### src/rtl/dlfloat_host_link.sv
// Host-side link to the DLfloat16 MAC: serializes operand pairs onto the 16-bit
// link, captures the two-byte result after a fixed latency and queues it in a 2-deep FIFO.
module dlfloat_host_link #(
  parameter int unsigned RESP_LAT = 4
) (
  input  logic        clk,
  input  logic        rst_n,
  input  logic [15:0] op_a,
  input  logic [15:0] op_b,
  input  logic        op_valid,
  output logic        op_ready,
  output logic [15:0] link_data,
  input  logic [7:0]  link_byte,
  output logic [15:0] res_data,
  output logic        res_valid,
  input  logic        res_ready,
  output logic        busy,
  output logic        nan_seen
);

  typedef enum logic [2:0] {
    IDLE, SEND_A, SEND_B, WAIT, CAP_HI, CAP_LO
  } state_t;

  localparam logic [3:0] WAIT_LOAD = 4'(RESP_LAT - 1);

  state_t      state;
  logic [15:0] b_q;
  logic [3:0]  cnt;
  logic [7:0]  hi;

  logic [15:0] mem [2];
  logic        rd_ptr;
  logic        wr_ptr;
  logic [1:0]  count;

  logic        push;
  logic        pop;
  logic        rd_next;
  logic [15:0] push_data;

  assign op_ready  = (state == IDLE) && (count < 2'd2);
  assign busy      = (state != IDLE);
  assign res_valid = (count != 2'd0);
  assign push      = (state == CAP_LO);
  assign pop       = res_valid && res_ready;
  assign push_data = {hi, link_byte};
  assign rd_next   = pop ? ~rd_ptr : rd_ptr;

  always_ff @(posedge clk) begin
    if (!rst_n) begin
      state     <= IDLE;
      b_q       <= 16'h0000;
      cnt       <= 4'd0;
      hi        <= 8'h00;
      link_data <= 16'h0000;
    end else begin
      case (state)
        IDLE: begin
          if (op_valid && op_ready) begin
            b_q       <= op_b;
            link_data <= op_a;
            state     <= SEND_A;
          end
        end
        SEND_A: begin
          link_data <= b_q;
          state     <= SEND_B;
        end
        SEND_B: begin
          link_data <= 16'h0000;
          cnt       <= WAIT_LOAD;
          state     <= (RESP_LAT == 1) ? CAP_HI : WAIT;
        end
        WAIT: begin
          // leaving on the count-to-zero step keeps the hi sample at k+2+RESP_LAT
          cnt <= cnt - 4'd1;
          if (cnt <= 4'd1) state <= CAP_HI;
        end
        CAP_HI: begin
          hi    <= link_byte;
          state <= CAP_LO;
        end
        CAP_LO: begin
          state <= IDLE;
        end
        default: begin
          link_data <= 16'h0000;
          state     <= IDLE;
        end
      endcase
    end
  end

  always_ff @(posedge clk) begin
    if (!rst_n) begin
      mem[0]   <= 16'h0000;
      mem[1]   <= 16'h0000;
      rd_ptr   <= 1'b0;
      wr_ptr   <= 1'b0;
      count    <= 2'd0;
      res_data <= 16'h0000;
      nan_seen <= 1'b0;
    end else begin
      if (push) begin
        mem[wr_ptr] <= push_data;
        wr_ptr      <= ~wr_ptr;
        if (push_data == 16'hFFFF) nan_seen <= 1'b1;
      end
      rd_ptr <= rd_next;
      case ({push, pop})
        2'b10:   count <= count + 2'd1;
        2'b01:   count <= count - 2'd1;
        default: count <= count;
      endcase
      // registered head: bypass the word being written when it lands in the next head slot
      if (push && (wr_ptr == rd_next)) res_data <= push_data;
      else                             res_data <= mem[rd_next];
    end
  end

endmodule

### config.mk
export PLATFORM = sky130hd
export DESIGN_NAME = dlfloat_host_link
export DESIGN_NICKNAME = d
export VERILOG_FILES = /design/src/rtl/dlfloat_host_link.sv
export SDC_FILE = /design/constraint.sdc
export NUM_CORES = 1
export LEC_CHECK = 0
export CAP_MARGIN = 20
export CORE_ASPECT_RATIO = 1.4
export CORE_MARGIN = 10
export CORE_UTILIZATION = 50
export DETAILED_ROUTE_END_ITERATION = 8
export GPL_TIMING_DRIVEN = 0
export PLACE_DENSITY = 0.79
export RECOVER_POWER = 25
export SLEW_MARGIN = 20
export SYNTH_ARGS = -nofsm -noshare
export SYNTH_HDL_FRONTEND = slang
export SYNTH_SLANG_ARGS = --single-unit
### constraint.sdc
create_clock -name clk -period 3.05 [get_ports clk]
set_input_delay 0.4575 -clock clk [delete_from_list [all_inputs] [get_ports clk]]
set_output_delay 0.4575 -clock clk [all_outputs]
set_load 0.1 [all_outputs]
# Word-level counts from Yosys, hierarchy flattened
# Memory sizes are Yosys's and may differ from the RTL's. A register that Yosys moved wholly into a read port is not among the register bits.
# Index checks and enable logic that the tools add are counted.
# totals
register_bits	52
ram_bits	32
word_cells	58
n_memories	1
# classes
addsub	3
n_lt_le_gt_ge	2
n_eq_ne	10
n_mux	15
n_bitwise	3
reduce_logical	15
# mem_list
name	depth	word_bits	read_ports	rd_ports_with_merged_regs	write_ports	line	text
mem	2	16	1	1	2	32	logic [15:0] mem [2];
# ops
cell	count
$pmux W16 S3	1
$mux W16	2
$eq A16 B16 Y1 const B	1
$reduce_or A16 Y1	1
$pmux W3 S5	1
$pmux W4 S2	1
$reduce_and A2 Y1	4
$mux W1	7
$eq A3 B2 Y1 const B	2
$eq A3 B3 Y1 const B	2
$mux W3	2
$reduce_bool A2 Y1	3
$le A4 B1 Y1 const B	1
$pmux W2 S2	1
$sub A4 B1 Y4 const B	1
$eq A3 B1 Y1 const B	1
$logic_and A1 B1 Y1	3
$logic_not A3 Y1	1
$not A1 Y1	3
$reduce_bool A3 Y1	1
$reduce_or A3 Y1	1
$add A2 B1 Y2 const B	1
$eq A2 B1 Y1 const B	1
$eq A2 B2 Y1 const B	1
5 further kinds	5

# Longest topological paths before layout
# Gate-level depths: netlist of the first run.
# depth
ltp_word	6
ltp_mapped	7

# Worst setup path after synthesis of the first run
# Ideal clock, no wire load.
# synth_timing
path_kind	register to output
from	register state[2]
to	output op_ready
arrival_time_ps	2783
t_required_ps	2592
setup_slack_ps	-190
stages_incl_launch_ff	6
n_path_buf	2
path_cell_list	dfxtp_1 -> buf_6 -> nor3_4 -> buf_2 -> inv_1 -> nor2_1
# synth_between
elab_chain_len	2
# synth_lines
item	line	text
start: declaration	27	state_t state;
start signal: assignment	73	state <= (RESP_LAT == 1) ? CAP_HI : WAIT;
$logic_not A3 Y1	42	assign op_ready = (state == IDLE) && (count < 2'd2);
$logic_and A1 B1 Y1	42	
end: declaration	11	output logic op_ready,
# No other way between the ends.

# Worst setup path after layout of the first run
# Same ends and word-level chain as after synthesis.

==> impl.org, run 1 <==
** Yosys
- Flop and latch count out of synthesis :: 100
- Of all cell types, the one taking the most synthesized area is dfxtp_1.
- In this run, distinct cell masters in the synthesized netlist total 45.
- Leading cell types by count after synthesis :: dfxtp_1 (68), nand2_1 (43), and2_1 (33)
- Cell types occupying the most area after synthesis :: dfxtp_1 (32%), edfxtp_1 (23%), and2_1 (4.8%)
- The synthesized netlist occupies a cell area of 4265 sq um.
- The share of the Yosys chip area taken by registers is 0.5444.
- Synthesized area per cell :: 11.17 sq um
- Counting every instance in the synthesized netlist gives 382.
- Fraction of registers with async set/reset :: 0
- The most common cell in the synthesized netlist is dfxtp_1.
- Number of flops mapped to enable cells by yosys :: 32
- Area share of the leading cell type in the synthesized netlist :: 0.3192
- The Yosys step of the flow raised 0 warnings.
- The most used flip-flop cell after synthesis is dfxtp_1.
- Syn Nets :: 429

** Worst setup path
- Setup crit end kind :: output port
- CP bufs+invs :: 4
- Critical path, cell by cell :: buf_6, nor3_4, buf_2, inv_1, nor2_2, clkdlybuf4s15_1
- CP max stage cell :: clkdlybuf4s15_1
- STA classifies the critical path startpoint as a flop.
- The worst register-to-register path begins at state[0].
- Data on the critical path arrives at its endpoint at 2.48 ns.
- WP data required :: 2.59 ns
- Along the worst path, the maximum fanout reaches 10.
- Family of cells with the greatest summed delay on the critical path :: buffers and inverters
- In this run the worst setup path begins at state[2].
- On the worst path, the slowest cell contributes a delay of 0.83 ns.
- The setup path with the least slack is of type reg2out.

** Drt
- Routed length per placed instance :: 16.63 microns
- Detailed Route WL :: 9660 microns
- Violation count after the first detailed-route iteration :: 133
- DRT antenna net count :: 0
- For this run, design rule violations remaining after detail routing come to 0.
- The first detailed-routing pass ran for 4 iterations.
- After detailed routing, the number of vias per cell comes to 5.401.
- Count of vias placed by the detailed router :: 3138

** CTS
- Number of buffers between clock root and the deepest sink :: 2
- Count of hold buffers inserted by post-cts repair :: 0
- TritonCTS built the clock tree.
- The clock reaches the later pin of the worst-skew pair after 0.34 ns.
- Setup fix buffers added after clock tree synthesis :: 0
- The number of clock buffers added by TritonCTS is 9.
- Level count of the clock H-tree :: 3
- The tree is rooted in a clkbuf_16.
- Clock edge transition at the registers on the reported setup and hold paths :: 0.07 ns
- CTS saw 100 sinks.

** STA
- Worst Setup Slack, final :: 0.1106 ns
- Headroom to the max-slew limit came out at 0.05307.
- The max-slew violation count was 0.
- For the pin with the worst max-slew slack, the measured transition is 1.406 ns.
- Total negative slack :: 0 ns
- Dividing the final minimum period by the clock period gives 0.9637.
- Hold timing on the final database bottoms out at a slack of 0.4574 ns.
- For the final database, setup skew stands at 0.004981 ns.
- Total of endpoints with negative setup slack in the final report :: 0
- The final-report hold violation count was 0.
- Based on the critical path, the design can be clocked at up to 340.2 MHz.
- The routed design could run at a clock period as short as 2.939 ns.

** Placement
- After detailed placement, the design holds a cell count of 565.
- Input/output buffers :: 79
- In this run the cell area measured after placement is 5220 sq um.
- Routability-driven placement finished with a final weighted congestion of 0.8489.
- Once detailed placement completed, the half-perimeter wirelength came to 7251 microns.
- Worst setup slack after placement :: 0.1952 ns

** Floorplan
- The floorplan step defined a die boundary enclosing 12680 sq um.
- Number of placement rows :: 39
- Die span in x :: 98.06 microns
- The floorplan step set the die height to 129.3 microns.
- The floorplan step defined a core boundary enclosing 8247 sq um.
- 80 I/O pins were placed.
- Starting Density :: 0.5172

** Global routing
- Entering global routing, the biggest net connects 18 pins.
- The initial antenna violation count was 0.
- First-pass GRT wire length :: 15730 microns
- The via count of the first global-routing pass came to 3273.
- Global-route usage over all layers :: 0.1521
- Summed over all layers, the global routing overflow is 0.

** Power and ir drop
- Power density relative to cell area :: 690.6 nW/um^2
- Part of the total power dissipated in sequential elements :: 0.407
- Cell internal power was estimated by the tool at 2.422 mW.
- The analysis attributes to net switching a power of 1.362 mW.
- Leak pwr :: 2.108 nW
- Combinational share of power :: 0.300
- Proportion of power drawn by the clock network :: 0.293
- Power comes to 3.784 mW.
- Worst supply voltage drop on vdd :: 0.0005405 V
- Of the total power, the share spent switching nets is 0.3599.

** Cells and area
- Once layout is done, the placed cells without fillers occupy 5479 sq um.
- The finished layout holds 581 standard cells, fillers aside.
- Measured on the finished design, the core utilization comes to 0.6644.
- Nets :: 521
- Number of diodes :: 0
- From synthesis to final layout, the design area changed by 28.45%.
- Fraction of layout cells with a size suffix above 1 :: 0.1399

** Hold path
- Start point of the worst min-delay path :: b_q[1]
- Worst hold path class :: reg2reg

** Status
- The run finished with clean final reports.

** Job
- The tool flagged a number of max-cap violations equal to 0.
==> path summary, 6_finish.rpt <==
kind / slack, ns / cells past startpoint / endpoint
max: 0.11 / 6 / op_ready
max reg2reg: 0.42 / 4 / mem[1][0]
min: 0.46 / 2 / b_q[1]
min reg2reg: 0.46 / 2 / b_q[1]
==> power by group through the flow <==
stage          Clock, mW  Sequential (mW)  Combinational (mW)
2_1_floorplan          0             1.96               0.460
6_report            1.11             1.54                1.14
5_1_grt             1.16             1.55                1.20
3_5_place_dp           0             1.57                1.15
3_3_place_gp           0             1.56                1.13
4_1_cts             1.12             1.54                1.15
==> metal layers <==
metal | vias to the layer above | part of all wire | GRT usage
li1 | 1544 | - | -
met4 | 0 | 0.018 | 0.07118
met3 | 15 | 0.077 | 0.05106
met2 | 103 | 0.52 | 0.2805
met5 | - | 0 | 0
met1 | 1476 | 0.38 | 0.1500
==> tightest hold or removal path, cell delays in order (launching register included) <==
cell and delay [ns]:
dfxtp_1 0.31, nand2_1 0.05, a21oi_1 0.05
==> layout by cell type (no fill, tap or decap), types with 4 or more instances in the layout <==
master / instances
clkdlybuf4s50_1: 76
dfxtp_1: 68
nand2_1: 43
and2_1: 33
edfxtp_1: 32
nor2_1: 28
nor3_1: 20
a21oi_1: 19
a221oi_1: 16
mux2i_1: 16
o21ai_0: 13
o2bb2ai_2: 10
a21oi_2: 10
clkbuf_16: 10
clkbuf_1: 8
inv_1: 7
buf_6: 6
o2bb2ai_1: 6
buf_4: 4
nand4_1: 4
==> layout make-up <==
class | count | area, sq um
Timing Repair Buffer | 81 | 808.3
Clock inverter | 6 | 45.04
Fill cell | 641 | 2768
Tap cell | 102 | 127.6
Buffer | 22 | 150.1
Sequential cell | 100 | 2322
Clock buffer | 10 | 250.2
Multi-Input combinational cell | 253 | 1749
Inverter | 7 | 26.28
==> repair_timing <==
action | CTS | global route
resized for setup | 1 | 2
setup endpoints to repair | 1 | 2
hold endpoints to repair | 0 | 0
==> flip-flops by register name, summed over array words and instances, names as in the netlist <==
signal     flops
mem           32
state          3
b_q           16
link_data     16
cnt            4
rd_ptr         1
nan_seen       1
count          2
wr_ptr         1
res_data      16
hi             8
==> cell families after synthesis <==
group                      count (synthesis)  synth area share
muxes                                     16           0.03755
AOI/OAI and AO/OA                         81            0.1631
DFF                                      100            0.5444
xor gates and xnor gates                   6           0.02024
and+or+nand+nor                          147            0.1836
adders and majority gates                  3          0.008801
buffers and inverters                     29           0.04224
Note: power is estimated with default switching activity, not from simulation.
==> run 2: changes to the inputs <==
--- a/config.mk
+++ b/config.mk
@@ -13,7 +13,7 @@
 export GPL_TIMING_DRIVEN = 0
 export PLACE_DENSITY = 0.79
 export RECOVER_POWER = 25
-export SLEW_MARGIN = 20
+export SLEW_MARGIN = 40
 export SYNTH_ARGS = -nofsm -noshare
 export SYNTH_HDL_FRONTEND = slang
 export SYNTH_SLANG_ARGS = --single-unit
==> run 2 against run 1 <==
Non-clock buffer count shrank 2. Sequential share of layout area rose by 2.0 points. Worst setup slack better by 0.33 ns. Fmax is 13% higher. Worst hold slack better by 0.0018 ns. Global-route usage fell by 0.20 points. First-iteration DRC count fell by 5.3%. Critical path type is now reg2reg.
==> impl.org, run 2 (synthesized netlist as in run 1, its figures left out) <==
** Job
- Max-cap viol count :: 0

** CTS
- In this run, CTS created clock tree buffers numbering 9.
- The tree is rooted in a clkbuf_16.
- The H-tree was split into 3 levels.
- TritonCTS clock tree :: done
- Setup fix buffers added after clock tree synthesis :: 0
- Worst-skew pair later-pin latency :: 0.34 ns
- In this run the deepest clock path goes through 2 buffers.
- Once the clock tree was built, the resizer swapped 0 gates to a different size.
- The number of hold buffers added after CTS was 0.
- The clock net in this run drives a total of 100 sinks.
- After clock tree synthesis, the clock-pin slew on the worst setup and hold paths is 0.07 ns.

** Global routing
- First-pass GRT wire length :: 15570 microns
- Entering global routing, the biggest net connects 17 pins.
- Number of global-route vias before repair :: 3249
- The initial antenna violation count came to 0.
- Overall overflow remaining after global route :: 0
- Across every metal layer, demand over resource in global routing totals 0.1500.

** STA
- Static timing analysis puts the maximum clock frequency at 383.2 MHz.
- Portion of the clock cycle consumed by the worst path in the final layout :: 0.8556
- Total negative slack :: 0 ns
- Total count of max-transition violations in the final report :: 0
- Post-Route Hold Slack :: 0.4593 ns
- Across all setup checks in the final design, the least slack found is 0.4404 ns.
- Total of endpoints with negative setup slack in the final report :: 0
- Worst slew margin :: 0.02026
- Worst Skew :: 0.005971 ns
- After layout, the minimum clock period comes to 2.610 ns.
- Setup repair after global routing left no endpoint under its margin.
- The final-report hold violation count was 0.
- Pin slew with the least headroom to its limit :: 1.460 ns

** Floorplan
- 80 I/O pins were placed.
- For this configuration, the core starts out at a cell density of 0.5172.
- Area of the placeable core :: 8247 sq um
- The die covers 12680 sq um.
- The floorplan has 39 rows.
- Die span in x :: 98.06 microns
- From bottom edge to top edge, the die measures 129.3 microns.

** Worst setup path
- The worst setup path is captured at a flop.
- R2r setup slk :: 0.44 ns
- Arrival @ worst endpoint :: 2.55 ns
- Startpoint types :: flop
- Critical path class :: reg2reg
- WP data required :: 2.99 ns
- In this run the worst path has a maximum fanout of 16.

** Placement
- Before CTS, the worst setup slack after placement is 0.5092 ns.
- Routability-driven placement finished with a final weighted congestion of 0.8489.
- Detailed placement finished with a half-perimeter wire length of 7155 microns.
- Buffers placed on the I/O ports in this run total 79.
- After detailed placement, the design holds a cell count of 563.

** Cells and area
- Number of diodes :: 0
- The register with the most flip-flops in the layout has 32 of them.
- Most common cell after layout, fill and taps aside :: dfxtp_1
- Fraction of layout cells with a size suffix above 1 :: 0.1488
- The net count of the finished layout is 519.
- The library cells used most frequently in the layout, excluding fill and tap cells, are dfxtp_1 (68), nand2_1 (43), clkdlybuf4s50_1 (43).
- The count of cells in the finished layout, fillers not included, comes to 579.
- Synthesis-to-layout area growth :: 22.62%
- Ranked by flip-flop count, first place goes to mem.

** Power and ir drop
- Power spread over the standard cell area amounts to 693.4 nW/um^2.
- Proportion of power drawn by the clock network :: 0.285
- VDD sags by at most 0.0005450 V.
- The share of total power dissipated in sequential elements is 0.424.
- Of the total power, the share spent switching nets is 0.3632.
- For this design the static power due to leakage is 1.999 nW.
- Total net switching power :: 1.317 mW
- Combinational share of power :: 0.291
- Total power draw :: 3.627 mW
- Internal power comes to 2.309 mW.

** Drt
- Number of detailed-routing iterations run before antenna repair :: 4
- Count of vias placed by the detailed router :: 3127
- Dividing the detail-routed wire length by the instance count gives 16.24 microns.
- After detailed routing, the number of remaining DRC violations is 0.
- Violation count after the first detailed-route iteration :: 126
- DRT antenna net count :: 0
- Post-DR vias/cell :: 5.401
- Detailed Route WL :: 9403 microns

** Hold path
- Worst hold path class :: reg2reg

** Status
- The flow ran to the end, and the final reports show no timing, DRC or antenna violations.
[run 2: cell count changes in the layout (fill, tap and decap cells not counted), sizes merged, moves of 2 or more]
cell           before  now
inv                 9    7
clkdlybuf4s50      76   43
buf                16   18
clkbuf             18   51
[run 2: critical path, cell delays in order (launching register included)]
cell and delay, ns:
dfxtp_1 0.33, buf_6 0.17, nand3b_1 0.43, o21ai_1 1.29
[run 2: final cells by class]
cell class	instances	area, sq um
flip-flops and latches	100	2322
inverters	7	26.28
repair buffers	79	569.3
clock inverters	5	27.53
clock buffers	11	242.7
fillers	670	3017
well taps	102	127.6
multi-input cells	253	1764
plain buffers	22	150.1
[run 2: final timing paths]
path	end	cells after the start	startpoint
setup / recovery	mem[1][1]	3	state[0]
hold / removal	b_q[2]	2	b_q[2]
setup reg to reg	mem[1][1]	3	state[0]
hold reg to reg	b_q[2]	2	b_q[2]
[run 2: routing by layer]
layer | GRT usage | part of all wire | vias to the layer above
met1 | 0.1560 | 0.40 | 1461
met4 | 0.05746 | 0.016 | 0
met2 | 0.2712 | 0.52 | 108
li1 | - | - | 1546
met3 | 0.05266 | 0.069 | 12
met5 | 0 | 0 | -
[run 2: power groups by stage]
stage | Combinational, mW | Sequential [mW] | Clock [mW]
after floorplan | 0.460 | 1.96 | 0
after global placement | 1.13 | 1.56 | 0
after detailed placement | 1.08 | 1.57 | 0
after CTS | 1.09 | 1.54 | 1.06
after global routing | 1.12 | 1.55 | 1.10
final | 1.05 | 1.54 | 1.03
[run 2: per-stage QoR]
stage | area, sq um | util
finish | 5230 | 0.6342
detailed placement | 5029 | 0.6098
floorplan | 4268 | -
global route | 5230 | 0.6342
global placement | 5186 | 0.6289
CTS | 5299 | 0.6425
